**src/rtl/uart_pkg.sv**
```systemverilog
// uart_pkg: shared FSM state encoding and parity mode constants for the UART transmitter
package uart_pkg;
  typedef enum logic [2:0] {ST_IDLE, ST_START, ST_DATA, ST_PARITY, ST_STOP} state_e;
  localparam int PARITY_NONE = 0;
  localparam int PARITY_EVEN = 1;
  localparam int PARITY_ODD  = 2;
endpackage

```
**src/rtl/uart_tx_shifter.sv**
```systemverilog
// uart_tx_shifter: frame serializer (FSM, bit counter, shift register) with registered tx
module uart_tx_shifter
  import uart_pkg::*;
#(
  parameter int DATA_BITS = 8,
  parameter int PARITY    = PARITY_NONE,
  parameter int STOP_BITS = 1
) (
  input  logic                 clk,
  input  logic                 reset,
  input  logic                 baud_tick_i,
  input  logic                 word_valid_i,
  input  logic [DATA_BITS-1:0] word_i,
  output logic                 load_o,
  output logic                 tx_o,
  output logic                 idle_o
);
  localparam logic [3:0] LAST_DATA = 4'(DATA_BITS - 1);
  localparam logic [3:0] LAST_STOP = 4'(STOP_BITS - 1);
  state_e               state_q, state_d;
  logic [DATA_BITS-1:0] shift_q, shift_d;
  logic [3:0]           cnt_q, cnt_d;
  logic                 par_q, par_d, tx_q, tx_d, take;
  always_comb begin
    state_d = state_q;
    shift_d = shift_q;
    cnt_d   = cnt_q;
    par_d   = par_q;
    take    = 1'b0;
    if (baud_tick_i) begin
      case (state_q)
        ST_IDLE:   take = word_valid_i;
        ST_START:  begin
          state_d = ST_DATA;
          cnt_d   = '0;
        end
        ST_DATA:   begin
          shift_d = shift_q >> 1;
          cnt_d   = cnt_q + 4'd1;
          if (cnt_q == LAST_DATA) begin
            state_d = (PARITY != PARITY_NONE) ? ST_PARITY : ST_STOP;
            cnt_d   = '0;
          end
        end
        ST_PARITY: state_d = ST_STOP;
        ST_STOP:   begin
          cnt_d = cnt_q + 4'd1;
          if (cnt_q == LAST_STOP) begin
            cnt_d   = '0;
            take    = word_valid_i;
            state_d = ST_IDLE;
          end
        end
        default:   state_d = ST_IDLE;
      endcase
    end
    // a load from holding restarts the frame straight into START, even from the last stop bit
    if (take) begin
      state_d = ST_START;
      shift_d = word_i;
      par_d   = ^word_i;
      cnt_d   = '0;
    end
    load_o = take;
    tx_d   = (state_d == ST_START)  ? 1'b0 :
             (state_d == ST_DATA)   ? shift_d[0] :
             (state_d == ST_PARITY) ? ((PARITY == PARITY_ODD) ? ~par_q : par_q) : 1'b1;
  end
  always_ff @(posedge clk or negedge reset) begin
    if (!reset) begin
      state_q <= ST_IDLE;
      shift_q <= '0;
      cnt_q   <= '0;
      par_q   <= 1'b0;
      tx_q    <= 1'b1;
    end else begin
      state_q <= state_d;
      shift_q <= shift_d;
      cnt_q   <= cnt_d;
      par_q   <= par_d;
      tx_q    <= tx_d;
    end
  end
  assign tx_o   = tx_q;
  assign idle_o = (state_q == ST_IDLE);
endmodule

```
**src/rtl/uart_tx.sv**
```systemverilog
// uart_tx: UART transmitter with a one-word holding register and valid/ready handshake
module uart_tx
  import uart_pkg::*;
#(
  parameter int DATA_BITS = 8,
  parameter int PARITY    = PARITY_NONE,
  parameter int STOP_BITS = 1
) (
  input  logic                 clk,
  input  logic                 reset,
  input  logic                 baud_tick,
  input  logic [DATA_BITS-1:0] in_data,
  input  logic                 in_valid,
  output logic                 in_ready,
  output logic                 tx,
  output logic                 busy
);
  logic [DATA_BITS-1:0] hold_q, hold_d;
  logic                 full_q, full_d, accept, load, idle;
  assign accept = in_valid & in_ready;
  // accept and load are mutually exclusive: accept needs holding empty, load needs it full
  always_comb begin
    full_d = accept ? 1'b1 : load ? 1'b0 : full_q;
    hold_d = accept ? in_data : hold_q;
  end
  always_ff @(posedge clk or negedge reset) begin
    if (!reset) begin
      full_q <= 1'b0;
      hold_q <= '0;
    end else begin
      full_q <= full_d;
      hold_q <= hold_d;
    end
  end
  uart_tx_shifter #(
    .DATA_BITS(DATA_BITS),
    .PARITY   (PARITY),
    .STOP_BITS(STOP_BITS)
  ) u_shifter (
    .clk         (clk),
    .reset       (reset),
    .baud_tick_i (baud_tick),
    .word_valid_i(full_q),
    .word_i      (hold_q),
    .load_o      (load),
    .tx_o        (tx),
    .idle_o      (idle)
  );
  assign in_ready = ~full_q;
  assign busy     = ~idle | full_q;
endmodule

```
**config.mk**
```make
export PLATFORM = sky130hd
export DESIGN_NAME = uart_tx
export DESIGN_NICKNAME = d
export VERILOG_FILES = /design/src/rtl/uart_pkg.sv /design/src/rtl/uart_tx_shifter.sv /design/src/rtl/uart_tx.sv
export SDC_FILE = /design/constraint.sdc
export NUM_CORES = 1
export LEC_CHECK = 0
export BUFFER_PORTS_ARGS = -buffer_cell sky130_fd_sc_hd__buf_2
export CELL_PAD_IN_SITES_DETAIL_PLACEMENT = 0
export CELL_PAD_IN_SITES_GLOBAL_PLACEMENT = 1
export CORE_ASPECT_RATIO = 1.1
export CORE_UTILIZATION = 45
export CTS_CLUSTER_DIAMETER = 100
export DETAILED_ROUTE_END_ITERATION = 10
export MAX_ROUTING_LAYER = met4
export PLACE_DENSITY = 0.88
export SLEW_MARGIN = 30
export SYNTH_ARGS = -nofsm -noshare
export SYNTH_HDL_FRONTEND = slang
export SYNTH_SLANG_ARGS = --single-unit
export TNS_END_PERCENT = 5
```
**constraint.sdc**
```tcl
create_clock -name clk -period 2.7 [get_ports clk]
set_clock_uncertainty 0.15 [all_clocks]
set_input_delay 0.135 -clock clk [delete_from_list [all_inputs] [get_ports clk]]
set_output_delay 0.135 -clock clk [all_outputs]
set_load 0.1 [all_outputs]
```
==> impl_metrics.json, run 1 <==
{
  "status": "completed",
  "fp.dieArea_um2": 3275,
  "synth_top_area_frac": 0.4558,
  "holdCritPathClass": "in2reg",
  "fin_nets": 163,
  "finalSetupViolCount": 0,
  "yosysSeqAreaShare": 0.4749,
  "powerDensity_nw_per_um2": 1234,
  "r2r_end": "u_shifter.shift_q[6]",
  "syn_area_um2": 1373,
  "gp_congestion": 0.7932,
  "final_area_um2": 1593,
  "postPlaceCellArea_um2": 1466,
  "routed-wl-met3_um": 65,
  "path_clk_slew_ns": 0.13,
  "cp.arrival_ns": 2.43,
  "crit_path_start": "u_shifter.cnt_q[0]",
  "postCtsResizedCells": 0,
  "clock.fmax_ghz": 0.4328,
  "critPathMaxFanout": 9,
  "drive_gt1_frac": 0.2297,
  "ant_nets": 0,
  "critPathKind": "reg2reg",
  "antenna_cells": 0,
  "die_h_um": 59.93,
  "cp-end-kind": "flop",
  "cts_tree": "built",
  "post-route-util": 0.5633,
  "hold_buffers": 9,
  "timing_hold_violations_final": 0,
  "power.total_mw": 1.965,
  "synth-seq-cells": 26,
  "period_minus_slack_ns": 2.311,
  "numCtsBuffers": 3,
  "drc": 0,
  "post_cts_buffers": 0,
  "vias_per_cell": 5.420,
  "yosys.area.top_type": "dfrtp_1",
  "grt-ovfl-total": 0,
  "grt_use_total": 0.1892,
  "route.top_layer_used": "met4",
  "avgRoutedWirePerCell_um": 13.65,
  "timing.rr.start": "u_shifter.cnt_q[0]",
  "drv_slew": 0,
  "worstMarginPinSlew_ns": 0.7682,
  "yosys-top-cells-area": "dfrtp_1, mux2_2, xnor2_1",
  "cts_buffer_depth": 2,
  "num_rows": 20,
  "core_um2": 2828,
  "routed_wl_mm": 2.470,
  "clockRootBuffer": "clkbuf_4",
  "rsz0062_at_grt": "no",
  "period_share": 0.8558,
  "cts_sinks": 26,
  "ctsHtreeMaxLevel": 1,
  "fp.dieW_um": 54.66,
  "max_cap_violations": 0,
  "finalSetupTns_ns": 0,
  "grt_pass1_wl_mm": 4.271,
  "r2r_slack_ns": 0.39,
  "synthFlopType": "dfrtp_1",
  "most-common-layout-cells": "dfrtp_1, buf_2, dlygate4sd3_1",
  "port_buffers": 14,
  "vdd_drop_max_v": 0.0007751,
  "ys_async_sr_fraction": 1.000,
  "clk-insertion-delay-late_ns": 0.31,
  "met1_length_mm": 1.167,
  "cp-start-kind": "flop",
  "vias": 981,
  "dr.pass1.iters": 4,
  "ys_warn_count": 0,
  "maxSlewHeadroom": 0.4868,
  "synth-edff-count": 0,
  "reg2reg_depth": 7,
  "dp_hpwl_mm": 1.808,
  "syn_to_final_growth_pct": 16.04,
  "ys_types": 43,
  "layout_commonest_cell": "dfrtp_1",
  "antenna_found_initial": 0,
  "grt_pass1_vias": 980,
  "start_util": 0.4854,
  "syn-instance-count": 125,
  "io-pin-count": 15,
  "power_leakage_nw": 0.7323,
  "cp-endpoint": "u_shifter.shift_q[6]",
  "drt_iter0_drc": 12,
  "grt_start_max_net_pins": 27,
  "cp.required_ns": 2.82,
  "syn_area_per_cell_um2": 10.98,
  "met2_length_mm": 1.222,
  "syn-num-nets": 139
}
==> worst max-delay path, cell delays in order (launching register included) <==
cell       delay (ns)
dfrtp_1          0.44
inv_1            0.07
ha_1             0.14
or3b_4           0.40
a2111oi_4        0.60
buf_4            0.26
a22o_4           0.13
a21o_1           0.07
==> area by class of cell <==
| type | count | area [um^2] |
|---|---|---|
| flip-flops and latches | 26 | 651.9 |
| fillers | 262 | 1235 |
| inverters | 6 | 22.52 |
| well taps | 33 | 41.29 |
| repair buffers | 25 | 175.2 |
| clock buffers | 4 | 36.28 |
| multi-input cells | 87 | 665.6 |
==> layer usage <==
metal / GRT usage / vias to the layer above
met5: - / -
met4: 0.05495 / 0
met3: 0.03053 / 2
met2: 0.3236 / 13
met1: 0.2235 / 476
li1: - / 490
==> cells in the mapped netlist (all sizes together) (2+ instances only) <==
library cell  instances
a21o                  7
inv                   6
nand2b                5
clkbuf                4
mux2                  8
nand2                 8
o21ai                 6
a22o                  6
buf                   2
xnor2                 7
ha                    2
nor2                  4
dfrtp                25
nor2b                 6
a21oi                 4
nand3b                2
==> where the power goes <==
part	internal [mW]	total, mW	leakage, nW	switching [mW]
Clock	0.0824	0.192	0.0210	0.110
Sequential	0.573	0.776	0.320	0.203
Combinational	0.467	0.997	0.391	0.530
==> worst min path at each step <==
stage | slack [ns] | from | to | cells past startpoint
after floorplan | -0.31 | reset | full_q | 0
after global placement | 0.02 | reset | u_shifter.state_q[1] | 1
after detailed placement | 0.02 | reset | u_shifter.state_q[2] | 1
final | 0.05 | baud_tick | u_shifter.state_q[2] | 3
after global routing | 0.05 | baud_tick | u_shifter.state_q[2] | 3
after CTS | 0.03 | baud_tick | u_shifter.state_q[2] | 3
==> stage by stage <==
step / instances / setup slack (ns) / hold WS [ns]
6_report: 181 / 0.3892 / 0.04634
3_5_place_dp: 168 / 0.3986 / 0.01724
2_1_floorplan: 125 / 0.2715 / -0.3106
3_3_place_gp: 168 / 0.4665 / 0.01561
4_1_cts: 181 / 0.3556 / 0.02901
5_1_grt: 181 / 0.2000 / 0.05439
==> flip-flops by register name, indices dropped and copies added, names as in the netlist <==
name,count
u_shifter.shift_q,8
u_shifter.par_q,1
u_shifter.cnt_q,4
u_shifter.tx_o,1
u_shifter.state_q,3
full_q,1
hold_q,8
==> cells by family after synthesis <==
kind of cell / count (synthesis) / synth area share
compound gates: 34 / 0.1987
xor+xnor: 7 / 0.04467
fa+ha+maj: 2 / 0.01823
buf+inv: 12 / 0.04010
flops: 26 / 0.4749
mux: 9 / 0.07293
simple gates: 35 / 0.1504
Power figures use the tool's default switching activity.
==> run 2: changes to the inputs <==
CORE_MARGIN = 1.5   (was unset)
CORE_UTILIZATION = 25   (was 45)
CTS_CLUSTER_SIZE = 25   (was unset)
PLACE_DENSITY = 0.59   (was 0.88)
==> run 2 against run 1 <==
  * Clock power up 69%
  * Non-clock buffer count unchanged
  * Cell count up 23%
  * Fmax up 1.6%
  * Global-route usage down 8.4 points
  * Critical endpoint is now u_shifter.shift_q[2]
  * Largest cell class unchanged
==> impl_metrics.json, run 2 (synthesis results as in run 1) <==
{
  "critPathKind": "reg2reg",
  "finalSetupViolCount": 0,
  "reg_top3": "hold_q: 8 flops, u_shifter.shift_q: 8 flops, u_shifter.cnt_q: 4 flops",
  "period_share": 0.8428,
  "drive_gt1_frac": 0.2297,
  "most-common-layout-cells": "dfrtp_1, buf_2, dlygate4sd3_1",
  "cp-end-kind": "flop",
  "clk-insertion-delay-late_ns": 0.27,
  "antenna_cells": 0,
  "rsz0062_at_grt": "no",
  "cts_tree": "built",
  "layout_commonest_cell": "dfrtp_1",
  "worstMarginPinSlew_ns": 0.6881,
  "drc": 0,
  "dpl.cell_count": 210,
  "critPathMaxFanout": 14,
  "clock.fmax_ghz": 0.4395,
  "path_clk_slew_ns": 0.09,
  "numCtsBuffers": 3,
  "avgRoutedWirePerCell_um": 11.91,
  "cts_buffer_depth": 2,
  "powerDensity_nw_per_um2": 1250,
  "status": "completed",
  "cts_sinks": 26,
  "core_um2": 5325,
  "start_util": 0.2578,
  "dr.pass1.iters": 4,
  "max_cap_violations": 0,
  "maxSlewHeadroom": 0.5403,
  "num_rows": 28,
  "ant_nets": 0,
  "crit_path_start": "u_shifter.cnt_q[0]",
  "die_h_um": 80.72,
  "hold_start": "baud_tick",
  "postCtsResizedCells": 0,
  "timing.rr.start": "u_shifter.cnt_q[0]",
  "io-pin-count": 15,
  "post_cts_buffers": 0,
  "gp_congestion": 0.7847,
  "fp.dieArea_um2": 5945,
  "cp.arrival_ns": 2.29,
  "drv_slew": 0,
  "port_buffers": 14,
  "vias_per_cell": 4.498,
  "grt_use_total": 0.1055,
  "routed_wl_mm": 2.657,
  "hold_buffers": 9,
  "dp_hpwl_mm": 1.924,
  "finalSetupTns_ns": 0,
  "vdd_drop_max_v": 0.0005201,
  "grt-ovfl-total": 0,
  "fin_nets": 163,
  "grt_pass1_vias": 997,
  "vias": 1003,
  "cp-start-kind": "flop",
  "grt_start_max_net_pins": 27,
  "nFillCells": 582,
  "power_leakage_nw": 0.7470,
  "period_minus_slack_ns": 2.275,
  "syn_to_final_growth_pct": 22.42,
  "timing_hold_violations_final": 0,
  "instances_no_fill": 223,
  "fp.dieW_um": 73.65,
  "drt_iter0_drc": 62,
  "ctsHtreeMaxLevel": 1,
  "antenna_found_initial": 0,
  "grt_pass1_wl_mm": 4.712,
  "cp.required_ns": 2.72,
  "holdCritPathClass": "in2reg",
  "clockRootBuffer": "clkbuf_8"
}
[run 2: changes by cell type in the layout (fill, tap and decap cells not counted), sizes merged]
cell,before,now
bufinv,0,1
clkbuf,4,3
[run 2: area by class of cell]
type,count,area (um^2),area share
Clock buffer,3,41.29,0.02457
Clock inverter,1,30.03,0.01787
Inverter,6,22.52,0.01340
Multi-Input combinational cell,87,665.6,0.3961
Sequential cell,26,651.9,0.3879
Tap cell,75,93.84,0.05585
Timing Repair Buffer,25,175.2,0.1042
[run 2: path summary, 6_finish.rpt]
check                           slack [ns]  depth (start not counted)              endpoint
worst max-delay path                  0.42                          7  u_shifter.shift_q[2]
worst min-delay path                  0.09                          3  u_shifter.state_q[2]
worst max register to register        0.42                          7  u_shifter.shift_q[2]
worst min register to register        0.34                          1  u_shifter.shift_q[5]
max in group asynchronous             1.76                          2  u_shifter.shift_q[5]
min in group asynchronous             0.24                          2    u_shifter.cnt_q[2]
[run 2: metrics by stage]
step	setup slack, ns	hold WS [ns]	utilization	cell area (um^2)	power [mW]
final	0.4246	0.08982	0.3156	1680	2.100
after global routing	0.2652	0.09657	0.3156	1680	2.261
after CTS	0.4067	0.07679	0.3156	1680	2.121
after detailed placement	0.4316	0.02640	0.2852	1519	1.781
after global placement	0.4937	0.02260	0.2852	1519	1.766
after floorplan	0.2715	-0.3106	-	1373	1.588
[run 2: worst max-delay path: stages, from the launching register on]
cell	delay, ns
dfrtp_1	0.43
inv_1	0.08
ha_1	0.15
or3b_4	0.41
a2111oi_4	0.40
buf_4	0.26
nor2_2	0.10
a21o_1	0.20
[run 2: power by group]
part / internal (mW) / switching [mW]
Sequential: 0.574 / 0.213
Combinational: 0.467 / 0.522
Clock: 0.198 / 0.126
[run 2: routing by layer]
layer | vias to the layer above | wire length, um | GRT usage
met5 | - | 0 | -
met4 | 0 | 25 | 0.02778
met3 | 2 | 108 | 0.02886
met2 | 15 | 1238 | 0.1649
met1 | 491 | 1285 | 0.1343
li1 | 495 | - | -
==> run 3: changes to the inputs <==
PLACE_DENSITY = 0.61   (was 0.59)
clock period = 2.05 ns   (was 2.7 ns; I/O delays follow)
==> run 3 against run 2 <==
  * Clock power rose by 31%
  * Combinational power rose by 48%
  * Cell count rose by 3.6%
  * Worst hold slack got worse by 0.038 ns
  * Sequential power rose by 25%
  * Non-clock buffer count rose by 8
  * Register-to-register slack got worse by 0.40 ns
  * Total power rose by 37%
  * Critical path depth did not move
  * Critical path type unchanged
  * Routed wire length rose by 5.2%
  * Via count rose by 3.9%
==> impl_metrics.json, run 3 (synthesis results as in run 1) <==
{
  "clk-insertion-delay-late_ns": 0.27,
  "post_cts_buffers": 0,
  "fp.dieArea_um2": 5945,
  "post-place-ws_ns": -0.04792,
  "worst_path_max_delay_cell": "dfrtp_1",
  "timing_hold_violations_final": 0,
  "dr.pass1.iters": 4,
  "holdCritPathClass": "in2reg",
  "grt_pass1_wl_mm": 4.940,
  "core_um2": 5325,
  "grt_use_total": 0.1103,
  "cts_sinks": 26,
  "gp_congestion": 0.7736,
  "path_buf_inv": 2,
  "period_share": 0.9879,
  "status": "completed",
  "dpl.cell_count": 218,
  "drive_gt1_frac": 0.2756,
  "fin_ws_ns": 0.02484,
  "fin_nets": 171,
  "ctsHtreeMaxLevel": 1,
  "ant_nets": 0,
  "hold_slack_ns": 0.05215,
  "drt_iter0_drc": 51,
  "critPathTopFamily": "compound AO/OA/AOI/OAI gates",
  "num_rows": 28,
  "grt_start_max_net_pins": 27,
  "critPathKind": "reg2reg",
  "reg_top3": "hold_q: 8 flops, u_shifter.shift_q: 8 flops, u_shifter.cnt_q: 4 flops",
  "most-common-layout-cells": "dfrtp_1, buf_2, dlygate4sd3_1, buf_4",
  "avgRoutedWirePerCell_um": 12.10,
  "drc": 0,
  "cp.required_ns": 2.11,
  "power_leakage_nw": 0.7893,
  "clockRootBuffer": "clkbuf_8",
  "cp.arrival_ns": 2.09,
  "grt-ovfl-total": 0,
  "cts_tree": "built",
  "critPathMaxFanout": 13,
  "rsz0062_at_grt": "yes",
  "cp-end-kind": "flop",
  "vdd_drop_max_v": 0.0007151,
  "clock.fmax_ghz": 0.4938,
  "layout_commonest_cell": "dfrtp_1",
  "critPathMaxStageDelay_ns": 0.39,
  "dp_hpwl_mm": 2.000,
  "start_util": 0.2578,
  "finalSetupViolCount": 0,
  "final_area_um2": 1748,
  "worstPathCellList": "inv_1 -> ha_1 -> or3b_4 -> a2111oi_4 -> buf_6 -> a22o_1 -> a21o_1",
  "path_clk_slew_ns": 0.10,
  "antenna_found_initial": 0,
  "grt_pass1_vias": 1110,
  "maxSlewHeadroom": 0.6067,
  "routed_wl_mm": 2.794,
  "powerDensity_nw_per_um2": 1644,
  "vias": 1042,
  "cp-start-kind": "flop",
  "antenna_cells": 0,
  "cts_buffer_depth": 2,
  "die_h_um": 80.72,
  "syn_to_final_growth_pct": 27.35,
  "instances_no_fill": 231,
  "drv_slew": 0,
  "io-pin-count": 15,
  "numCtsBuffers": 3,
  "postPlaceCellArea_um2": 1583,
  "max_cap_violations": 0,
  "worstMarginPinSlew_ns": 0.5899,
  "period_minus_slack_ns": 2.025,
  "port_buffers": 14,
  "finalSetupTns_ns": 0,
  "fp.dieW_um": 73.65,
  "vias_per_cell": 4.511
}
==> run 3: cell count changes in the layout (fill, tap and decap cells not counted) <==
cell,before,now
buf_4,2,9
buf_6,0,1
or4_1,1,0
or4_4,0,1
==> run 3: timing repair <==
item	in CTS	in global routing
gates cloned	0	0
endpoints found under the hold margin	33	0
resized for setup	1	0
hold buffers	9	0
pin swaps	1	0
setup endpoints to repair	8	10
==> run 3: tightest hold or removal path, delay by kind of cell <==
family	cells	cell delay, ns
AOI/OAI and AO/OA	1	0.13
buffers and inverters	2	0.21
==> run 3: area by class of cell <==
class                           instances  area [um^2]
Fill cell                             575         3577
Multi-Input combinational cell         87        669.4
Sequential cell                        26        651.9
Timing Repair Buffer                   33        239.0
Tap cell                               75        93.84
Clock buffer                            3        41.29
Clock inverter                          1        30.03
Inverter                                6        22.52
==> run 3: where the power goes <==
group	internal, mW	switching, mW
Sequential	0.757	0.226
Clock	0.261	0.165
Combinational	0.704	0.760
Total	1.72	1.15
==> run 3: metrics by stage <==
stage,power [mW],util
after floorplan,2.100,-
after global placement,2.430,0.2972
after detailed placement,2.465,0.2972
after CTS,2.921,0.3282
after global routing,3.102,0.3282
final,2.873,0.3282
==> run 3: worst paths after layout <==
check	to	startpoint	cells after the start	slack, ns
worst max-delay path	u_shifter.shift_q[4]	u_shifter.cnt_q[0]	7	0.02
worst min-delay path	u_shifter.state_q[2]	baud_tick	3	0.05
worst max register to register	u_shifter.shift_q[4]	u_shifter.cnt_q[0]	7	0.02
worst min register to register	u_shifter.shift_q[6]	u_shifter.shift_q[6]	1	0.34
max in group asynchronous	u_shifter.shift_q[2]	reset	2	1.13
min in group asynchronous	u_shifter.cnt_q[2]	reset	2	0.22
==> run 3: metal layers <==
layer	part of all wire	GRT usage
met2	0.49	0.1838
met5	0	-
met1	0.46	0.1265
met4	0.0079	0.03519
met3	0.035	0.03262
